File: src/rtl/seg7_pkg.sv
// Shared definitions for the seven-segment Wishbone slave: register map,
// CTRL field layout and the bus handshake state encoding.
package seg7_pkg;

  localparam logic [1:0] SEG7_DATA = 2'd0;
  localparam logic [1:0] SEG7_CTRL = 2'd1;

  localparam int CTRL_EN_BIT    = 0;
  localparam int CTRL_DP_LSB    = 4;
  localparam int CTRL_BLANK_LSB = 8;

  typedef struct packed {
    logic [3:0] blank;
    logic [3:0] dp;
    logic       en;
  } seg7_ctrl_t;

  localparam seg7_ctrl_t CTRL_RESET = '{blank: 4'h0, dp: 4'h0, en: 1'b1};

  typedef enum logic {
    BUS_IDLE = 1'b0,
    BUS_ACK  = 1'b1
  } bus_state_e;

  function automatic logic [31:0] ctrl_to_word(input seg7_ctrl_t c);
    logic [31:0] w;
    w                        = '0;
    w[CTRL_EN_BIT]           = c.en;
    w[CTRL_DP_LSB +: 4]      = c.dp;
    w[CTRL_BLANK_LSB +: 4]   = c.blank;
    return w;
  endfunction

endpackage

File: src/rtl/seg7_wb_if.sv
// Wishbone classic bus bundle as seen from a slave; only the signals a
// simple register slave needs.
interface wishboneSlave;
  logic [31:0] adr_i;
  logic [31:0] dat_i;
  logic [3:0]  sel_i;
  logic        we_i;
  logic        stb_i;
  logic        cyc_i;
  logic [31:0] dat_o;
  logic        ack_o;

  modport slave (
    input  adr_i, dat_i, sel_i, we_i, stb_i, cyc_i,
    output dat_o, ack_o
  );

  modport master (
    output adr_i, dat_i, sel_i, we_i, stb_i, cyc_i,
    input  dat_o, ack_o
  );
endinterface

File: src/rtl/seg7_decode.sv
// Hex nibble to active-low seven-segment pattern, bit0 = segment a.
module seg7_decode (
  input  logic [3:0] nibble_i,
  output logic [6:0] seg_n_o
);

  always_comb begin
    seg_n_o = 7'h7F;
    case (nibble_i)
      4'h0: seg_n_o = 7'h40;
      4'h1: seg_n_o = 7'h79;
      4'h2: seg_n_o = 7'h24;
      4'h3: seg_n_o = 7'h30;
      4'h4: seg_n_o = 7'h19;
      4'h5: seg_n_o = 7'h12;
      4'h6: seg_n_o = 7'h02;
      4'h7: seg_n_o = 7'h78;
      4'h8: seg_n_o = 7'h00;
      4'h9: seg_n_o = 7'h10;
      4'hA: seg_n_o = 7'h08;
      4'hB: seg_n_o = 7'h03;
      4'hC: seg_n_o = 7'h46;
      4'hD: seg_n_o = 7'h21;
      4'hE: seg_n_o = 7'h06;
      4'hF: seg_n_o = 7'h0E;
      default: seg_n_o = 7'h7F;
    endcase
  end

endmodule

File: src/rtl/seg7_wb_slave.sv
// Wishbone classic slave driving a four-digit multiplexed seven-segment
// display from a 16-bit hex value and a control register.
module seg7_wb_slave
  import seg7_pkg::*;
#(
  parameter int unsigned SCAN_DIV = 50000
) (
  input  logic        clock,
  input  logic        reset,
  wishboneSlave.slave bus,
  output logic [6:0]  seg_n,
  output logic        dp_n,
  output logic [3:0]  an_n
);

  localparam int unsigned   PW         = (SCAN_DIV > 1) ? $clog2(SCAN_DIV) : 1;
  localparam logic [PW-1:0] PRESC_LAST = PW'(SCAN_DIV - 1);

  bus_state_e    state_q, state_d;
  logic          accept;
  logic          wr_en;
  logic [1:0]    adr;
  logic [31:0]   rdata;
  logic [31:0]   dat_q, dat_d;
  logic [15:0]   data_q, data_d;
  seg7_ctrl_t    ctrl_q, ctrl_d;
  logic [PW-1:0] presc_q, presc_d;
  logic [1:0]    digit_q, digit_d;
  logic          wrap;
  logic [3:0]    an_q, an_d;
  logic [6:0]    seg_q, seg_d;
  logic          dp_q, dp_d;
  logic [3:0]    an_sel_n;
  logic [3:0]    nibble;
  logic [6:0]    seg_dec;
  logic          lit;
  logic          unused_bus;

  assign adr        = bus.adr_i[3:2];
  assign unused_bus = ^{bus.adr_i[31:4], bus.adr_i[1:0], bus.dat_i[31:16], bus.sel_i[3:2]};

  // ACK is a one-cycle pulse; holding stb yields an ack every other cycle
  always_comb begin
    state_d = BUS_IDLE;
    accept  = 1'b0;
    case (state_q)
      BUS_IDLE: begin
        if (bus.cyc_i && bus.stb_i) begin
          state_d = BUS_ACK;
          accept  = 1'b1;
        end
      end
      BUS_ACK: state_d = BUS_IDLE;
      default: state_d = BUS_IDLE;
    endcase
  end

  assign wr_en = accept & bus.we_i;

  always_comb begin
    rdata = '0;
    case (adr)
      SEG7_DATA: rdata = {16'h0000, data_q};
      SEG7_CTRL: rdata = ctrl_to_word(ctrl_q);
      default:   rdata = '0;
    endcase
  end

  assign dat_d = accept ? rdata : '0;

  genvar gi;
  generate
    for (gi = 0; gi < 2; gi++) begin : g_data_lane
      assign data_d[gi*8 +: 8] = (wr_en && adr == SEG7_DATA && bus.sel_i[gi])
                                 ? bus.dat_i[gi*8 +: 8] : data_q[gi*8 +: 8];
    end
  endgenerate

  always_comb begin
    ctrl_d = ctrl_q;
    if (wr_en && adr == SEG7_CTRL) begin
      if (bus.sel_i[0]) begin
        ctrl_d.en = bus.dat_i[CTRL_EN_BIT];
        ctrl_d.dp = bus.dat_i[CTRL_DP_LSB +: 4];
      end
      if (bus.sel_i[1]) begin
        ctrl_d.blank = bus.dat_i[CTRL_BLANK_LSB +: 4];
      end
    end
  end

  assign wrap    = (presc_q == PRESC_LAST);
  assign presc_d = wrap ? '0 : presc_q + 1'b1;
  assign digit_d = wrap ? digit_q + 2'd1 : digit_q;

  generate
    for (gi = 0; gi < 4; gi++) begin : g_anode
      assign an_sel_n[gi] = (digit_q != 2'(gi));
    end
  endgenerate

  assign nibble = data_q[{digit_q, 2'b00} +: 4];

  seg7_decode u_decode (
    .nibble_i (nibble),
    .seg_n_o  (seg_dec)
  );

  // All three pin groups come from the same flops stage so anode and segments never skew
  assign lit  = ctrl_q.en & ~ctrl_q.blank[digit_q];
  assign an_d  = lit ? an_sel_n : 4'hF;
  assign seg_d = lit ? seg_dec : 7'h7F;
  assign dp_d  = lit ? ~ctrl_q.dp[digit_q] : 1'b1;

  always_ff @(posedge clock or negedge reset) begin
    if (!reset) begin
      state_q <= BUS_IDLE;
      dat_q   <= '0;
      data_q  <= '0;
      ctrl_q  <= CTRL_RESET;
      presc_q <= '0;
      digit_q <= '0;
      an_q    <= 4'hF;
      seg_q   <= 7'h7F;
      dp_q    <= 1'b1;
    end else begin
      state_q <= state_d;
      dat_q   <= dat_d;
      data_q  <= data_d;
      ctrl_q  <= ctrl_d;
      presc_q <= presc_d;
      digit_q <= digit_d;
      an_q    <= an_d;
      seg_q   <= seg_d;
      dp_q    <= dp_d;
    end
  end

  assign bus.ack_o = (state_q == BUS_ACK);
  assign bus.dat_o = dat_q;
  assign an_n      = an_q;
  assign seg_n     = seg_q;
  assign dp_n      = dp_q;

endmodule

File: src/flat_wrapper.sv
// flat-port wrapper written by rule: the top's interface ports become plain ports
module seg7_wb_slave_flat import seg7_pkg::*;
#(
  parameter int unsigned SCAN_DIV = 50000
)
  (clock, reset, seg_n, dp_n, an_n, bus_adr_i, bus_dat_i, bus_sel_i, bus_we_i, bus_stb_i, bus_cyc_i, bus_dat_o, bus_ack_o);
  wishboneSlave bus_i ();
  input  logic clock;
  input  logic reset;
  output logic [6:0] seg_n;
  output logic dp_n;
  output logic [3:0] an_n;
  input wire logic [$bits(bus_i.adr_i)-1:0] bus_adr_i;
  input wire logic [$bits(bus_i.dat_i)-1:0] bus_dat_i;
  input wire logic [$bits(bus_i.sel_i)-1:0] bus_sel_i;
  input wire logic [$bits(bus_i.we_i)-1:0] bus_we_i;
  input wire logic [$bits(bus_i.stb_i)-1:0] bus_stb_i;
  input wire logic [$bits(bus_i.cyc_i)-1:0] bus_cyc_i;
  output wire logic [$bits(bus_i.dat_o)-1:0] bus_dat_o;
  output wire logic [$bits(bus_i.ack_o)-1:0] bus_ack_o;
  assign bus_i.adr_i = bus_adr_i;
  assign bus_i.dat_i = bus_dat_i;
  assign bus_i.sel_i = bus_sel_i;
  assign bus_i.we_i = bus_we_i;
  assign bus_i.stb_i = bus_stb_i;
  assign bus_i.cyc_i = bus_cyc_i;
  assign bus_dat_o = bus_i.dat_o;
  assign bus_ack_o = bus_i.ack_o;
  seg7_wb_slave #(.SCAN_DIV(SCAN_DIV)) u_core (.clock(clock), .reset(reset), .bus(bus_i), .seg_n(seg_n), .dp_n(dp_n), .an_n(an_n));
endmodule
File: config.mk
export PLATFORM = sky130hd
export DESIGN_NAME = seg7_wb_slave_flat
export DESIGN_NICKNAME = d
export VERILOG_FILES = /design/src/rtl/seg7_pkg.sv /design/src/rtl/seg7_wb_if.sv /design/src/rtl/seg7_decode.sv /design/src/rtl/seg7_wb_slave.sv /design/src/flat_wrapper.sv
export SDC_FILE = /design/constraint.sdc
export NUM_CORES = 1
export LEC_CHECK = 0
export CAP_MARGIN = 0
export CORE_MARGIN = 3
export CORE_UTILIZATION = 25
export CTS_CLUSTER_SIZE = 14
export DETAILED_ROUTE_END_ITERATION = 7
export PLACE_DENSITY = 0.55
export SLEW_MARGIN = 15
export SYNTH_ARGS = -nofsm -noshare
export SYNTH_HDL_FRONTEND = slang
export SYNTH_SLANG_ARGS = --single-unit
File: constraint.sdc
create_clock -name clock -period 2.7 [get_ports clock]
set_input_delay 0.81 -clock clock [delete_from_list [all_inputs] [get_ports clock]]
set_output_delay 0.81 -clock clock [all_outputs]
set_load 0.01 [all_outputs]
Word-level counts from Yosys, hierarchy flattened

Memories as Yosys holds them, arrays and structs flattened.
Index checks and enable logic that the tools add are counted.
Widths: inputs -> output; s select.

Logic and storage cells: 49
Input port bits: 73
Output and inout port bits: 45
Bits in registers: 88
Memories kept: 1
ROM bits: 112

Reductions and logical operators: 9
$lt $le $gt $ge: 1
Bitwise operators: 5
Shifts and indexed selects: 1
Equality and inequality tests: 5
Mux-type cells: 13
$add $sub $neg: 2

Memories:

| name            | depth | width | rd ports | clocked after Yosys merged registers in | wr ports | RTL line         | RTL |
|---|---|---|---|---|---|---|---|
| (no name shown) | 16    | 7     | 1        | 0                                       | 0        | seg7_decode.sv:9 | `case (nibble_i)` |

Operators by type and width:

| cell                  | count |
|---|---|
| $mux 16               | 2 |
| $pmux 16 s2           | 1 |
| $add 16x1->16 const B | 1 |
| $eq 16x16->1 const B  | 1 |
| $shiftx 16x5->4       | 1 |
| $mux 7                | 1 |
| $logic_and 1x1->1     | 5 |
| $mux 1                | 5 |
| $bmux 1 s2            | 2 |
| $mux 4                | 1 |
| $ne 2x2->1 const B    | 2 |
| $reduce_and 2->1      | 2 |
| $lt 2x3->1 const B    | 1 |
| $not 1->1             | 3 |
| $add 2x1->2 const B   | 1 |
| $and 1x1->1           | 2 |
| $eq 2x1->1 const B    | 1 |
| $logic_not 2->1       | 1 |
| $ne 2x1->1 const B    | 1 |
| $pmux 1 s2            | 1 |
| $reduce_bool 2->1     | 1 |

Logic depth before layout (Yosys ltp)

Gate-level depths: netlist (run 1).

Depth in word-level cells: 6
Depth in mapped cells: 8
Gate-level depth less buffers: 7

Cells and area by module

A second synthesis (run 1) with hierarchy kept.

Cell total of the unflattened synthesis: 268
Area, all modules: 3352.0 µm²

By module, submodules not included:

| module        | cells an instance | area each (µm²) | instances | seq. area each (µm²) |
|---|---|---|---|---|
| seg7_wb_slave | 237               | 3099.2          | 1         | 1818.0 |
| seg7_decode   | 31                | 252.7           | 1         | 0.0 |

Least setup slack after synthesis (run 1)

Ideal clock, no wire load.

Path type: input-to-reg
Start point: input bus_adr_i[3]
End point: register u_core.data_q[0]
Cell stages on the path: 5
Setup slack: 0.671 ns
Buffers on the path: 1
Arrival: 1.904 ns
Library setup time: 0.125 ns
Data required time: 2.575 ns
Cells stage by stage: nand4bb_1 > buf_2 > nor2_2 > nand3_1 > mux2_2

Word-level cells in the longest chain between the ends: 3

Ends and longest elaborated chain:

| what                            | RTL line             | RTL |
|---|---|---|
| start: declaration              | flat_wrapper.sv:13   | `input wire logic [$bits(bus_i.adr_i)-1:0] bus_adr_i;` |
| $logic_not 2->1                 | seg7_wb_slave.sv:74  | `assign data_d[gi*8 +: 8] = (wr_en && adr == SEG7_DATA && bus.sel_i[gi])` |
| $logic_and 1x1->1 (2 in series) | seg7_wb_slave.sv:74  |  |
| end signal: assignment          | seg7_wb_slave.sv:129 | `data_q <= data_d;` |
| end: declaration                | seg7_wb_slave.sv:25  | `logic [15:0] data_q, data_d;` |

No other way between the ends.
A chain may end at the register's enable or synchronous reset.

Worst setup path after layout (run 1)

Start point: input bus_adr_i[3]
End point: register u_core.data_q[8]

The elaborated chain is that of the path after synthesis.

==> flow_metrics.tcl, run 1 <==
set metrics [dict create \
    status "finished clean" \
    syn_area_um2 3360 \
    cts_made_buffers 9 \
    area_delta_synth_final_pct 29.6 \
    endpoint_kind "register" \
    p_int_uw 2180 \
    fmax_ghz 0.454 \
    core_um2 12900 \
    dp_hpwl_mm 5.05 \
    nNetsFinal 412 \
    clk-insertion-delay-late_ns 0.33 \
    path_clk_slew_ns 0.06 \
    dr.pass1.iters 4 \
    critical_path_class "input port to register" \
    seqCellArea_um2 1820 \
    wl_per_cell_um 13.6 \
    crit_path_start_kind "input port" \
    max_cap_viol_count 0 \
    synth_warnings 0 \
    slew_violations 0 \
    tritoncts "built" \
    die_w_um 122 \
    fin_area_um2 4360 \
    timing.setup.tns_ns 0 \
    skew_ns 0.00764 \
    power_frac_comb 0.145 \
    initial_core_util 0.261 \
    async_flop_share 1.00 \
    worstPathMaxFanout 8 \
    gp_congestion 0.827 \
    cp.required_ns 2.91 \
    clock_power_share 0.417 \
    hold_viol 0 \
    multi_input_area_um2 1380 \
    power.leakage_uw 0.00189 \
    vias 2070 \
    antenna_found_initial 0 \
    syn_avg_cell_area_um2 12.6 \
    rows 41 \
    drtAntennaViolNets 0 \
    initialDrtViolationCount 93 \
    via_per_inst 4.10 \
    final_cell_mix "dfrtp_1, clkdlybuf4s50_1, mux2_2" \
    crit_arrival_ns 2.41 \
    power.switching_uw 685 \
    grt_usage 0.0990 \
    hold_path.class "register to register" \
    setup_violations 0 \
    num_antenna_cells 0 \
    cts-root-buf "clkbuf_16" \
    cts_resized 0 \
    dieArea_um2 14900 \
    ys_seq_elements 72 \
    grt_pass1_vias 2144 \
    drive_gt1_frac 0.231 \
    power.share.switching 0.239 \
    cts_sinks 72 \
    ys_seq_area_frac 0.541 \
    critical_path.max_stage_delay_ns 0.42 \
    cts_hold_buffers 0 \
    synth_cell_types 43 \
    power_density_nw_per_um2 658 \
    gr-total-overflow 0 \
    port_buffers 53 \
    path_cells "clkdlybuf4s50_1 -> nand4bb_1 -> nor2_2 -> nand3_1 -> mux2_2" \
    die_y_um 122 \
    grt_max_degree 73 \
    tightest_slew_ns 0.645 \
    fin_crit_sh 0.816 \
    io_pins 118 \
    postPlaceCellArea_um2 4050 \
    ys.flop_type "dfrtp_1" \
    synthCells 266 \
    post_cts_buffers 0 \
    rsz0062_at_grt "false" \
    grt_pass1_wl_mm 11.2 \
    fin_crit_ns 2.20 \
    slowest_stage "clkdlybuf4s50_1" \
    clk_path_buf_depth 2 \
    layout_commonest_cell "dfrtp_1" \
    n_fill_cell 1266 \
    synth_edf_count 0 \
    ir_drop_mv 0.319 \
    drc 0 \
    relSlewSlack 0.566 \
    htreeDepth 3 \
    p_seq_frac 0.438 \
    wl_mm 6.88 \
]
power groups by stage:
stage | clock [uW] | combinational (uW) | sequential, uW
4_1_cts | 1230 | 422 | 1260
3_3_place_gp | 0 | 414 | 1270
2_1_floorplan | 0 | 255 | 1270
5_1_grt | 1270 | 463 | 1270
3_5_place_dp | 0 | 421 | 1280
6_report | 1200 | 415 | 1260
flip-flops by register name (all words and copies together), names as in the netlist:
signal and cells:
u_core.digit_q 2, u_core.bus.ack_o 1, u_core.bus.dat_o 16, u_core.ctrl_q 9, u_core.an_n 4, u_core.data_q 16, u_core.seg_n 7, u_core.dp_n 1
u_core.presc_q 16
path summary, 6_finish.rpt:
check                           depth (start not counted)         startpoint                  to  slack, ns
worst max-delay path                                    5       bus_adr_i[3]    u_core.data_q[8]       0.50
worst min-delay path                                    1   u_core.bus.ack_o    u_core.bus.ack_o       0.47
worst max register to register                          5  u_core.digit_q[0]     u_core.seg_n[0]       0.62
worst min register to register                          1   u_core.bus.ack_o    u_core.bus.ack_o       0.47
max in group asynchronous                               2              reset     u_core.seg_n[4]       1.85
min in group asynchronous                               2              reset  u_core.presc_q[11]       0.50
Yosys cell counts, types with 2 or more instances:
cell type | number | area share
nor2b_1 | 2 | 0.0037
inv_1 | 9 | 0.010
buf_2 | 4 | 0.0060
mux2i_1 | 13 | 0.039
buf_4 | 18 | 0.040
nand2b_1 | 2 | 0.0037
dfstp_2 | 13 | 0.10
o211ai_1 | 2 | 0.0045
and2_1 | 7 | 0.013
dfrtp_1 | 59 | 0.44
nor2_1 | 21 | 0.023
xor2_1 | 6 | 0.016
o221ai_1 | 2 | 0.0052
or4bb_1 | 2 | 0.0067
xnor2_1 | 8 | 0.021
ha_1 | 11 | 0.041
mux2_2 | 27 | 0.090
nand4_1 | 4 | 0.0074
nand2_1 | 14 | 0.016
buf_6 | 2 | 0.0067
nand3_1 | 10 | 0.015
nor3_1 | 4 | 0.0060
mux4_2 | 6 | 0.040
final cells by class:
class | count | area share
repair buffers | 61 | 0.137
flip-flops and latches | 72 | 0.417
clock inverters | 5 | 0.0126
inverters | 9 | 0.00775
well taps | 172 | 0.0494
clock buffers | 11 | 0.0580
multi-input cells | 175 | 0.318
logic make-up (layout without fill, tap and decap cells):
logic type | count (synthesis) | after routing | share of synthesized area
adder cells (fa/ha/maj) | 11 | 11 | 0.0410
XOR/XNOR | 14 | 14 | 0.0365
buffers and inverters | 34 | 86 | 0.0640
AND/OR/NAND/NOR | 78 | 78 | 0.125
AO/OA/AOI/OAI | 10 | 10 | 0.0220
flip-flops | 72 | 72 | 0.541
multiplexers | 46 | 46 | 0.169
other | 1 | 16 | 0.00112
metrics by stage:
| step | hold slack, ns | setup slack (ns) | total power [uW] | utilization | instances |
|---|---|---|---|---|---|
| 6_report | 0.469 | 0.497 | 2870 | 0.338 | 505 |
| 5_1_grt | 0.499 | 0.447 | 3000 | 0.338 | 505 |
| 4_1_cts | 0.475 | 0.483 | 2910 | 0.338 | 505 |
| 3_5_place_dp | 0.473 | 0.139 | 1700 | 0.314 | 489 |
| 3_3_place_gp | 0.454 | 0.178 | 1690 | 0.314 | 489 |
| 2_1_floorplan | 0.439 | 0.671 | 1530 | - | 281 |
routing by layer:
layer  track usage  part of all wire  wire length, um
met5             0                 0                0
met4        0.0399             0.017              115
met3        0.0269             0.048              329
met1         0.127              0.46             3170
met2         0.158              0.47             3270
critical path, delay by kind of cell:
kind / cells / cell delay [ns]
simple gates: 3 / 0.77
buf+inv: 1 / 0.42
mux: 1 / 0.41
Power figures use the tool's default switching activity.
==> run 2, diff against run 1 <==
Settings changed: PLACE_DENSITY 0.55 to 0.56.
Clock period 2.7 ns to 1.75 ns, I/O delays scaled along.
==> run 2 against run 1 <==
  * The flow now finishes with violations (setup timing)
  * Clock power increased by 67%
  * Setup slack worse by 0.59 ns
  * Die area is the same
==> flow_metrics.tcl, run 2 (same netlist as run 1, synthesis figures left out) <==
set metrics [dict create \
    status "complete, but fails checks" \
    failed_checks "setup timing" \
    port_buffers 53 \
    endpoint_kind "register" \
    max_cap_viol_count 0 \
    die_w_um 122 \
    gr-total-overflow 0 \
    wl_mm 7.41 \
    fmax_ghz 0.544 \
    drtAntennaViolNets 0 \
    die_y_um 122 \
    slew_violations 0 \
    place_ws_ns -0.304 \
    via_per_inst 4.21 \
    tritoncts "built" \
    drc 0 \
    drive_gt1_frac 0.347 \
    dp_hpwl_mm 5.58 \
    setup_violations 5 \
    crit_path_start_kind "register" \
    power.leakage_uw 0.00229 \
    slowest_stage "mux4_2" \
    crit_arrival_ns 2.10 \
    crit_buf_inv 0 \
    nNetsFinal 448 \
    r2r_start "u_core.digit_q[0]" \
    clk-insertion-delay-late_ns 0.34 \
    fin_crit_sh 1.05 \
    fin_ws_ns -0.0896 \
    grt_pass1_vias 2378 \
    path_cells "mux4_2 -> ha_4 -> or3b_1 -> o221ai_2 -> nand2_1" \
    initial_core_util 0.261 \
    final_cell_mix "dfrtp_1, buf_4, mux2_2" \
    vias 2275 \
    timing.setup.tns_ns -0.245 \
    hold_path.class "input port to async pin" \
    initialDrtViolationCount 130 \
    core_um2 12900 \
    antenna_found_initial 1 \
    skew_ns 0.00579 \
    io_pins 118 \
    layout_commonest_cell "dfrtp_1" \
    critical_path_class "register to register" \
    post-route-util 0.371 \
    rsz0062_at_grt "true" \
    crit_family "multiplexers" \
    cts_hold_buffers 0 \
    rr_endpoint "u_core.seg_n[0]" \
    grt_max_degree 34 \
    hold_viol 0 \
    ir_drop_mv 0.466 \
    num_antenna_cells 0 \
    wl_per_cell_um 13.7 \
    cts-root-buf "clkbuf_16" \
    r2r_slack_ns -0.09 \
    htreeDepth 3 \
    dieArea_um2 14900 \
    reg2reg_depth 5 \
    n_fill_cell 1250 \
    path_clk_slew_ns 0.06 \
    worstPathMaxFanout 5 \
    rows 41 \
    dr.pass1.iters 4 \
    area_delta_synth_final_pct 42.0 \
    critical_path.max_stage_delay_ns 0.61 \
    cts_sinks 72 \
    gp_congestion 0.796 \
    power_density_nw_per_um2 997 \
    grt_pass1_wl_mm 12.0 \
    clk_path_buf_depth 2 \
    grt_usage 0.108 \
    cts_made_buffers 9 \
    fin_crit_ns 1.84 \
    cp.required_ns 2.01 \
]
==> run 2: worst max-delay path by stage <==
stage                                  from          endpoint  slack (ns)  cells past startpoint
after global placement            bus_cyc_i  u_core.ctrl_q[5]       -0.31                      5
after global routing      u_core.digit_q[0]   u_core.seg_n[0]       -0.16                      5
after floorplan           u_core.digit_q[0]   u_core.seg_n[0]       -0.08                      6
after CTS                 u_core.digit_q[0]   u_core.seg_n[0]       -0.11                      5
after detailed placement          bus_stb_i  u_core.ctrl_q[6]       -0.30                      5
final                     u_core.digit_q[0]   u_core.seg_n[0]       -0.09                      5
==> run 2: report_power, final <==
group	internal [uW]	total (uW)	switching, uW	leakage, uW
combinational	456	828	372	0.00120
sequential	1850	1940	89.9	0.000919
clock	1290	2000	703	0.000163
==> run 2: per-layer routing <==
metal  vias to the layer above  global-route usage  wire [um]  part of all wire
met5                         -                   0          7           0.00094
met4                         2              0.0602        249             0.034
met3                        24              0.0334        425             0.057
met1                      1099               0.131       3190              0.43
met2                        67               0.171       3540              0.48
li1                       1083                   -          -                 -
==> run 2: stage by stage <==
step	hold WS (ns)	area, um2	std cells	total power [uW]
3_3_place_gp	0.458	4300	519	2700
2_1_floorplan	0.229	3430	281	2360
6_report	0.152	4770	541	4760
5_1_grt	0.171	4770	541	4990
4_1_cts	0.156	4680	538	4780
3_5_place_dp	0.465	4300	519	2730
==> run 2: timing repair <==
action | CTS | global route
hold endpoints to repair | 0 | 0
setup buffers | 3 | 3
pin swaps | 2 | 3
resized for setup | 25 | 20
setup endpoints to repair | 24 | 25
==> run 2: layout make-up <==
cell class | count | area (um2) | area share
Sequential cell | 72 | 1820 | 0.381
Tap cell | 172 | 215 | 0.0451
Multi-Input combinational cell | 175 | 1480 | 0.311
Timing Repair Buffer | 97 | 890 | 0.186
Inverter | 9 | 36.3 | 0.00760
Clock inverter | 6 | 91.3 | 0.0191
Clock buffer | 10 | 239 | 0.0501
==> run 3, diff against run 2 <==
Settings changed: HOLD_SLACK_MARGIN set to 0.05.
==> results of run 3 <==
No change in the layout: final DEF, timing and power equal those of run 2.
